==> config.mk <==
export PLATFORM = sky130hd
export DESIGN_NAME = alu_muldiv_seq
export DESIGN_NICKNAME = d
export VERILOG_FILES = /design/src/rtl/alu_muldiv_seq.sv
export SDC_FILE = /design/constraint.sdc
export NUM_CORES = 1
export LEC_CHECK = 0
export ABC_AREA = 1
export CORE_MARGIN = 5
export CORE_UTILIZATION = 42
export DETAILED_ROUTE_END_ITERATION = 8
export PLACE_DENSITY = 0.85
export SYNTH_ARGS = -nofsm -noshare
export SYNTH_HDL_FRONTEND = slang
export SYNTH_SLANG_ARGS = --single-unit
==> constraint.sdc <==
create_clock -name clk -period 1.4 [get_ports clk]
set_input_delay 0.21 -clock clk [delete_from_list [all_inputs] [get_ports clk]]
set_output_delay 0.21 -clock clk [all_outputs]
set_load 0.05 [all_outputs]
==> src/rtl/alu_muldiv_seq.sv <==
// Multi-cycle MULTU/DIVU sequencer that drives the shared ripple ALU one step per clock
// and folds its sum/carry back into HI/LO.
//
// state  | meaning
// IDLE   | waiting for start with a legal funct; ALU inputs held at zero
// RUN    | one shift-add (MULTU) or restoring-subtract (DIVU) step per clock
// DONE   | one-cycle done pulse, HI/LO valid
module alu_muldiv_seq #(
  parameter int WIDTH = 32,
  parameter int CNT_W = 6
) (
  input  logic             clk,
  input  logic             rst_n,
  input  logic             start,
  input  logic [5:0]       funct,
  input  logic [WIDTH-1:0] op_a,
  input  logic [WIDTH-1:0] op_b,
  output logic [WIDTH-1:0] alu_a,
  output logic [WIDTH-1:0] alu_b,
  output logic [5:0]       alu_signal,
  input  logic [WIDTH-1:0] alu_out,
  input  logic             alu_cout,
  output logic             busy,
  output logic             done,
  output logic [WIDTH-1:0] hi,
  output logic [WIDTH-1:0] lo
);

  localparam logic [5:0] FN_MULTU = 6'b011001;
  localparam logic [5:0] FN_DIVU  = 6'b011011;
  localparam logic [5:0] ALU_ADD  = 6'b100000;
  localparam logic [5:0] ALU_SUB  = 6'b100010;

  typedef enum logic [1:0] {S_IDLE, S_RUN, S_DONE} state_t;

  state_t           r_state;
  state_t           w_next_state;
  logic             r_is_div;
  logic [WIDTH-1:0] r_operand;
  logic [CNT_W-1:0] r_cnt;
  logic [WIDTH-1:0] r_hi;
  logic [WIDTH-1:0] r_lo;

  logic             w_legal;
  logic             w_accept;
  logic             w_last;
  logic [WIDTH-1:0] w_rem;
  logic             w_m;
  logic             w_ok;

  assign w_legal  = (funct == FN_MULTU) || (funct == FN_DIVU);
  assign w_accept = (r_state == S_IDLE) && start && w_legal;
  assign w_last   = (r_cnt == CNT_W'(WIDTH - 1));

  // Partial remainder shifted left by one; the bit shifted out of HI (m) means r >= divisor.
  assign w_rem = {r_hi[WIDTH-2:0], r_lo[WIDTH-1]};
  assign w_m   = r_hi[WIDTH-1];
  assign w_ok  = alu_cout | w_m;

  assign hi = r_hi;
  assign lo = r_lo;

  always_ff @(posedge clk or negedge rst_n) begin
    if (!rst_n) begin
      r_state <= S_IDLE;
    end else begin
      r_state <= w_next_state;
    end
  end

  always_comb begin
    w_next_state = r_state;
    case (r_state)
      S_IDLE:  if (w_accept) w_next_state = S_RUN;
      S_RUN:   if (w_last) w_next_state = S_DONE;
      S_DONE:  w_next_state = S_IDLE;
      default: w_next_state = S_IDLE;
    endcase
  end

  always_comb begin
    alu_signal = ALU_ADD;
    alu_a      = '0;
    alu_b      = '0;
    busy       = 1'b0;
    done       = 1'b0;
    case (r_state)
      S_RUN: begin
        busy = 1'b1;
        if (r_is_div) begin
          alu_signal = ALU_SUB;
          alu_a      = w_rem;
          alu_b      = r_operand;
        end else begin
          alu_a = r_hi;
          alu_b = r_lo[0] ? r_operand : '0;
        end
      end
      S_DONE: begin
        busy = 1'b1;
        done = 1'b1;
      end
      default: ;
    endcase
  end

  always_ff @(posedge clk or negedge rst_n) begin
    if (!rst_n) begin
      r_is_div  <= 1'b0;
      r_operand <= '0;
      r_cnt     <= '0;
      r_hi      <= '0;
      r_lo      <= '0;
    end else if (w_accept) begin
      r_is_div  <= (funct == FN_DIVU);
      r_operand <= (funct == FN_DIVU) ? op_b : op_a;
      r_cnt     <= '0;
      r_hi      <= '0;
      r_lo      <= (funct == FN_DIVU) ? op_a : op_b;
    end else if (r_state == S_RUN) begin
      r_cnt <= r_cnt + CNT_W'(1);
      if (r_is_div) begin
        r_hi <= w_ok ? alu_out : w_rem;
        r_lo <= {r_lo[WIDTH-2:0], w_ok};
      end else begin
        // Carry becomes the new HI MSB; the product shifts right into LO as multiplier bits retire.
        {r_hi, r_lo} <= {alu_cout, alu_out, r_lo[WIDTH-1:1]};
      end
    end
  end

endmodule

==> flow_summary.ini, run 1 <==
[run_status]
status = finished, violations left
violations = negative setup slack

[synthesis]
synth_top_area_share = 0.3618
ys_async_sr_fraction = 1.000
synth-main-ff-cell = dfrtp_1
syn_inst = 1155
avgSynthCellArea_um2 = 6.288
synth_area_leaders = dfrtp_1 (36%), nand2_1 (22%), inv_1 (7.3%)
synth_area_leader_cell = dfrtp_1
ys_seq_area_frac = 0.3618
synth_seq_cells = 105
yosysMostFrequentCell = nand2_1
yosysWarnings = 0
ys_types = 25
synth_edf_count = 0
synthesis.area_um2 = 7263
synth.top_cells.by_count = nand2_1 (429), inv_1 (141), dfrtp_1 (105)

[final_layout]
layout-drive-gt1-share = 0.3303
syn_to_final_growth_pct = 92.25
layout.nets = 1554
antenna-diode-count = 0
fin_area_um2 = 13960

[pwr]
finalPower_mw = 28.37
switching_share = 0.5046
p_switching_mw = 14.31
p_comb_frac = 0.688
vdd_ir_drop_max_mv = 1.396
p_leak_nw = 6.691
powerDensity_nw_per_um2 = 2031
p_clk_frac = 0.096
p_seq_frac = 0.216
p_int_mw = 14.05

[floorplan]
num_rows = 48
io_pins = 242
design.core.area_um2 = 17120
die_area_um2 = 20020
die_y_um = 141.5
die_w_um = 141.5
start_util = 0.4243

[sta]
finalWorstSetupSlack_ns = -0.5868
period_minus_slack_ns = 1.987
fmax_mhz = 503.3
finalSetupViolCount = 172
fin_crit_sh = 1.419
setup_tns_ns = -84.58
rsz0062_at_grt = true
finalHoldViolCount = 0
finalMaxSlewViolations = 0
fin_skew_ns = 0.01570

[route]
avgViaCountPerCell = 5.726
drt-pass1-iter-count = 5
ant_nets = 0
drt-wirelength-per-cell_um = 20.45
vias = 9574
drc = 0
drt_iter0_drc = 810
routed_wl_mm = 34.20

[placed_design]
io_buffer_count = 236
placed_area_um2 = 11820
gp_congestion = 0.8467
dp_hpwl_mm = 18.84

[global_routing]
grt_overflow = 0
grt_pass1_vias = 9446
antenna_found_initial = 0
grt_usage = 0.3126
grt_pass1_wl_mm = 50.02
grt_start_max_net_pins = 46

[cts]
insertion_delay_ns = 0.36
cts.clk_slew.worst_paths_ns = 0.08
cts_sinks = 105
h-tree-depth = 3
clk_path_buf_depth = 2
cts_buffers = 9
cts_tree = built
clockRootBuffer = clkbuf_16

[setup_path]
critPathMaxFanout = 8
cp.required_ns = 1.19
crit_path_end_kind = output port
crit_type = flop to output port
r2r_slack_ns = -0.57
cp-start-kind = flop
arrival_ns = 1.78

[hold_path]
hold_class = primary input to asynchronous set/reset pin

[flow_run]
drv_cap = 0
==> layout make-up <==
cell class	instances	area, µm²
clock buffers	12	256.5
repair buffers	355	5239
well taps	225	281.5
inverters	145	573.1
flip-flops and latches	105	2633
clock inverters	3	40.04
multi-input cells	827	4941
fillers	911	3153
==> worst paths after layout <==
kind | start | endpoint | cells after the start
worst min register to register | r_operand[13] | r_operand[13] | 2
worst min-delay path | rst_n | r_operand[4] | 2
min in group clk | r_operand[13] | r_operand[13] | 2
worst max-delay path | r_state[1] | alu_a[0] | 7
worst max register to register | r_state[1] | lo[24] | 12
max in group asynchronous | rst_n | hi[31] | 3
==> state kept, by name (all words and copies together), names as in the netlist <==
register / count
r_operand: 32
r_state: 2
lo: 32
r_cnt: 6
r_is_div: 1
hi: 32
==> layer usage <==
layer / GRT usage / vias up / wire length (µm)
met4: 0.1601 / 0 / 1934
met2: 0.5350 / 610 / 16820
met5: 0 / - / 0
met1: 0.3633 / 4613 / 12010
li1: - / 4184 / -
met3: 0.07718 / 167 / 3430
==> layout by cell type, fill, tap and decap left out, types with 32 or more instances in the layout <==
cell type	count
o21ai_0	43
inv_1	137
buf_6	47
clkdlybuf4s50_1	104
a21oi_4	32
nor2_4	36
nand2_1	357
a21oi_1	39
o211ai_1	32
buf_12	122
nor2_1	69
buf_4	45
dfrtp_1	103
nand2_2	51
==> power by group through the flow <==
| stage | clock network [mW] | registers, mW | logic, mW |
|---|---|---|---|
| 4_1_cts | 2.69 | 5.89 | 18.9 |
| 3_5_place_dp | 0 | 5.89 | 16.8 |
| 3_3_place_gp | 0 | 5.85 | 16.5 |
| 2_1_floorplan | 0 | 8.07 | 7.03 |
| 6_report | 2.72 | 6.12 | 19.5 |
| 5_1_grt | 2.84 | 6.24 | 20.3 |
==> cell families after synthesis <==
| logic type | count (synthesis) | share of synthesized area |
|---|---|---|
| compound gates | 199 | 0.1492 |
| fa+ha+maj | 5 | 0.008613 |
| buf+inv | 227 | 0.1314 |
| flops | 105 | 0.3618 |
| other cells | 2 | 0.001034 |
| simple gates | 617 | 0.3480 |
==> per-stage QoR <==
stage / worst slack, ns / hold slack, ns / instances / util
final: -0.5868 / 0.3029 / 1672 / 0.8158
after global placement: -0.2816 / 0.1325 / 1601 / 0.6906
after floorplan: -0.2186 / -0.08559 / 1158 / -
after detailed placement: -0.3518 / 0.1350 / 1601 / 0.6906
after CTS: -0.5260 / 0.2942 / 1673 / 0.7892
after global routing: -0.6074 / 0.3347 / 1672 / 0.8158
==> timing repair <==
item                                    CTS  global route
gates cloned                             25            10
endpoints found under the setup margin  172           172
gates resized for setup                 116           146
buffers inserted                         31             4
endpoints found under the hold margin    20             0
pin swaps                                25            49
hold buffers                              1             0
==> critical path, stage by stage (launching register included) <==
cell and delay, ns:
dfrtp_1 0.41, inv_2 0.09, buf_6 0.10, ha_4 0.20, inv_6 0.08, buf_12 0.16, a211oi_4 0.19, buf_12 0.17
No activity file was read; power rests on OpenSTA's default activity.
==> run 2, diff against run 1 <==
==> constraint.sdc (replaced) <==
create_clock -name clk -period 1.4 [get_ports clk]
set_input_delay 0.21 -clock clk [delete_from_list [all_inputs] [get_ports clk]]
set_output_delay 0.21 -clock clk [all_outputs]
set_load 0.005 [all_outputs]
==> run 2 against run 1 <==
Against the previous run: the run still ends with negative setup slack left; clock power is 6% higher; sequential share of layout area is 1.1 points higher; wire length is 4.2% lower; core utilization is 4.0 points lower; worst setup slack better by 0.12 ns; hold slack worse by 0.019 ns; global-route usage is 3.6 points lower; combinational power is 30% lower; critical path depth is 1 higher; flip-flop and latch count stayed put; highest routed layer unchanged.
==> flow_summary.ini, run 2 (same netlist as run 1, synthesis figures left out) <==
[sta]
rsz0062_at_grt = true
fmax_mhz = 536.8
fin_skew_ns = 0.01256
finalWorstSetupSlack_ns = -0.4630
fin_crit_sh = 1.331
whs_ns = 0.2841
finalMaxSlewViolations = 0
finalSetupViolCount = 172
finalHoldViolCount = 0
period_minus_slack_ns = 1.863

[setup_path]
critPathMaxFanout = 6
rr_startpoint = r_state[0]
cp.buffers_inverters = 6
cp-start-kind = flop
cp.required_ns = 1.19
crit_type = flop to output port
slowest_stage = dfrtp_1
crit_chain = inv_2, ha_4, buf_6, inv_8, buf_8, buf_12, a21oi_2, buf_2
slowest_delay_ns = 0.39
cp_top_family = buffers and inverters
arrival_ns = 1.65
crit_path_end_kind = output port
crit_start = r_state[1]

[pwr]
powerDensity_nw_per_um2 = 1647
p_leak_nw = 7.125
vdd_ir_drop_max_mv = 1.110
finalPower_mw = 21.88

[global_routing]
grt_start_max_net_pins = 66
antenna_found_initial = 0
grt_pass1_wl_mm = 44.89
grt_usage = 0.2766
grt_overflow = 0
grt_pass1_vias = 8826

[floorplan]
start_util = 0.4243
io_pins = 242
die_area_um2 = 20020
die_w_um = 141.5
die_y_um = 141.5
design.core.area_um2 = 17120
num_rows = 48

[route]
dr_wl_met3_mm = 3.202
avgViaCountPerCell = 5.453
routed_wl_mm = 32.76
drc = 0
wl_met2_mm = 16.41
vias = 9531
drt-wirelength-per-cell_um = 18.74
drt_iter0_drc = 729
highest_layer = met4
drt-pass1-iter-count = 6
wl_met1_mm = 11.65
ant_nets = 0

[final_layout]
syn_to_final_growth_pct = 82.83
nFillCells = 1036
final_common_cell = nand2_1
layout-drive-gt1-share = 0.3427
multiInputGateArea_um2 = 4760
mostFrequentLayoutCells = nand2_1 (317), inv_1 (137), buf_4 (113), clkdlybuf4s50_1 (104), dfrtp_1 (90)
antenna-diode-count = 0
layout.nets = 1629
seqCellArea_um2 = 2649

[placed_design]
pre_cts_slack_ns = -0.4374
io_buffer_count = 236
dp_hpwl_mm = 17.74
gp_congestion = 0.9145

[cts]
insertion_delay_ns = 0.36
cts_sinks = 105
clk_path_buf_depth = 2
cts_tree = built
cts_buffers = 9
cts.clk_slew.worst_paths_ns = 0.07
h-tree-depth = 3
clockRootBuffer = clkbuf_16

[run_status]
violations = negative setup slack
status = finished, violations left

[flow_run]
drv_cap = 0

[hold_path]
hold_class = primary input to asynchronous set/reset pin
==> run 2: cell types whose count changed in the layout (fill, tap and decap cells not counted), moves of 14 or more <==
cell,delta
nor2_1,+19
a21oi_2,+29
nand2_4,+25
nor2_4,-32
buf_2,+36
nand2_1,-40
a21oi_4,-23
buf_4,+68
dlymetal6s2s_1,+64
nand2_2,+14
buf_6,-25
buf_12,-94
clkbuf_2,+27
==> run 2: area by class of cell <==
cell class	count	share of cell area
Clock buffer	12	0.01856
Clock inverter	4	0.005748
Inverter	145	0.04325
Multi-Input combinational cell	826	0.3584
Sequential cell	105	0.1995
Tap cell	225	0.02120
Timing Repair Buffer	431	0.3533
==> run 2: worst register-to-register path, cell delays in order (launching register included) <==
cell and delay, ns:
dfrtp_1 0.43, buf_6 0.14, inv_4 0.05, ha_4 0.14, nand2_4 0.05, nor2_4 0.12
nand3_4 0.12, buf_12 0.17, buf_16 0.15, clkbuf_16 0.15, nand3b_1 0.08, nand2_1 0.06
nor2_1 0.10
==> run 2: report_power, final <==
part	internal, mW	leakage (nW)	total [mW]	switching (mW)
logic	7.04	5.74	13.7	6.70
registers	4.20	1.23	5.26	1.06
clock network	1.63	0.153	2.87	1.25
total	12.9	7.12	21.9	9.00
==> run 2: repair_timing <==
action,in CTS,in global routing
hold buffers,1,0
setup buffers,28,69
gates resized for setup,365,289
endpoints found under the setup margin,236,236
gates cloned,20,11
pin swaps,54,42
endpoints found under the hold margin,15,0
==> run 2: metal layers <==
layer  vias up  GRT usage
li1       4312          -
met1      4499     0.3345
met2       584     0.4763
met3       136    0.06303
met4         0     0.1126
met5         -          0
==> run 2: final timing paths <==
kind,slack [ns],to,depth (start not counted)
worst max-delay path,-0.46,alu_a[5],8
worst min-delay path,0.28,hi[4],2
worst max register to register,-0.43,lo[26],12
worst min register to register,0.48,r_operand[6],2
max in group asynchronous,0.50,lo[0],3
min in group clk,0.48,r_operand[6],2
==> run 2: through the flow <==
stage | cells | utilization | TNS (ns) | instance area (µm²)
after floorplan | 1158 | - | -7.231 | 7496
after global placement | 1615 | 0.6107 | -48.71 | 10450
after detailed placement | 1615 | 0.6107 | -54.24 | 10450
after CTS | 1678 | 0.6996 | -68.66 | 11980
after global routing | 1748 | 0.7758 | -71.44 | 13280
final | 1748 | 0.7758 | -59.83 | 13280
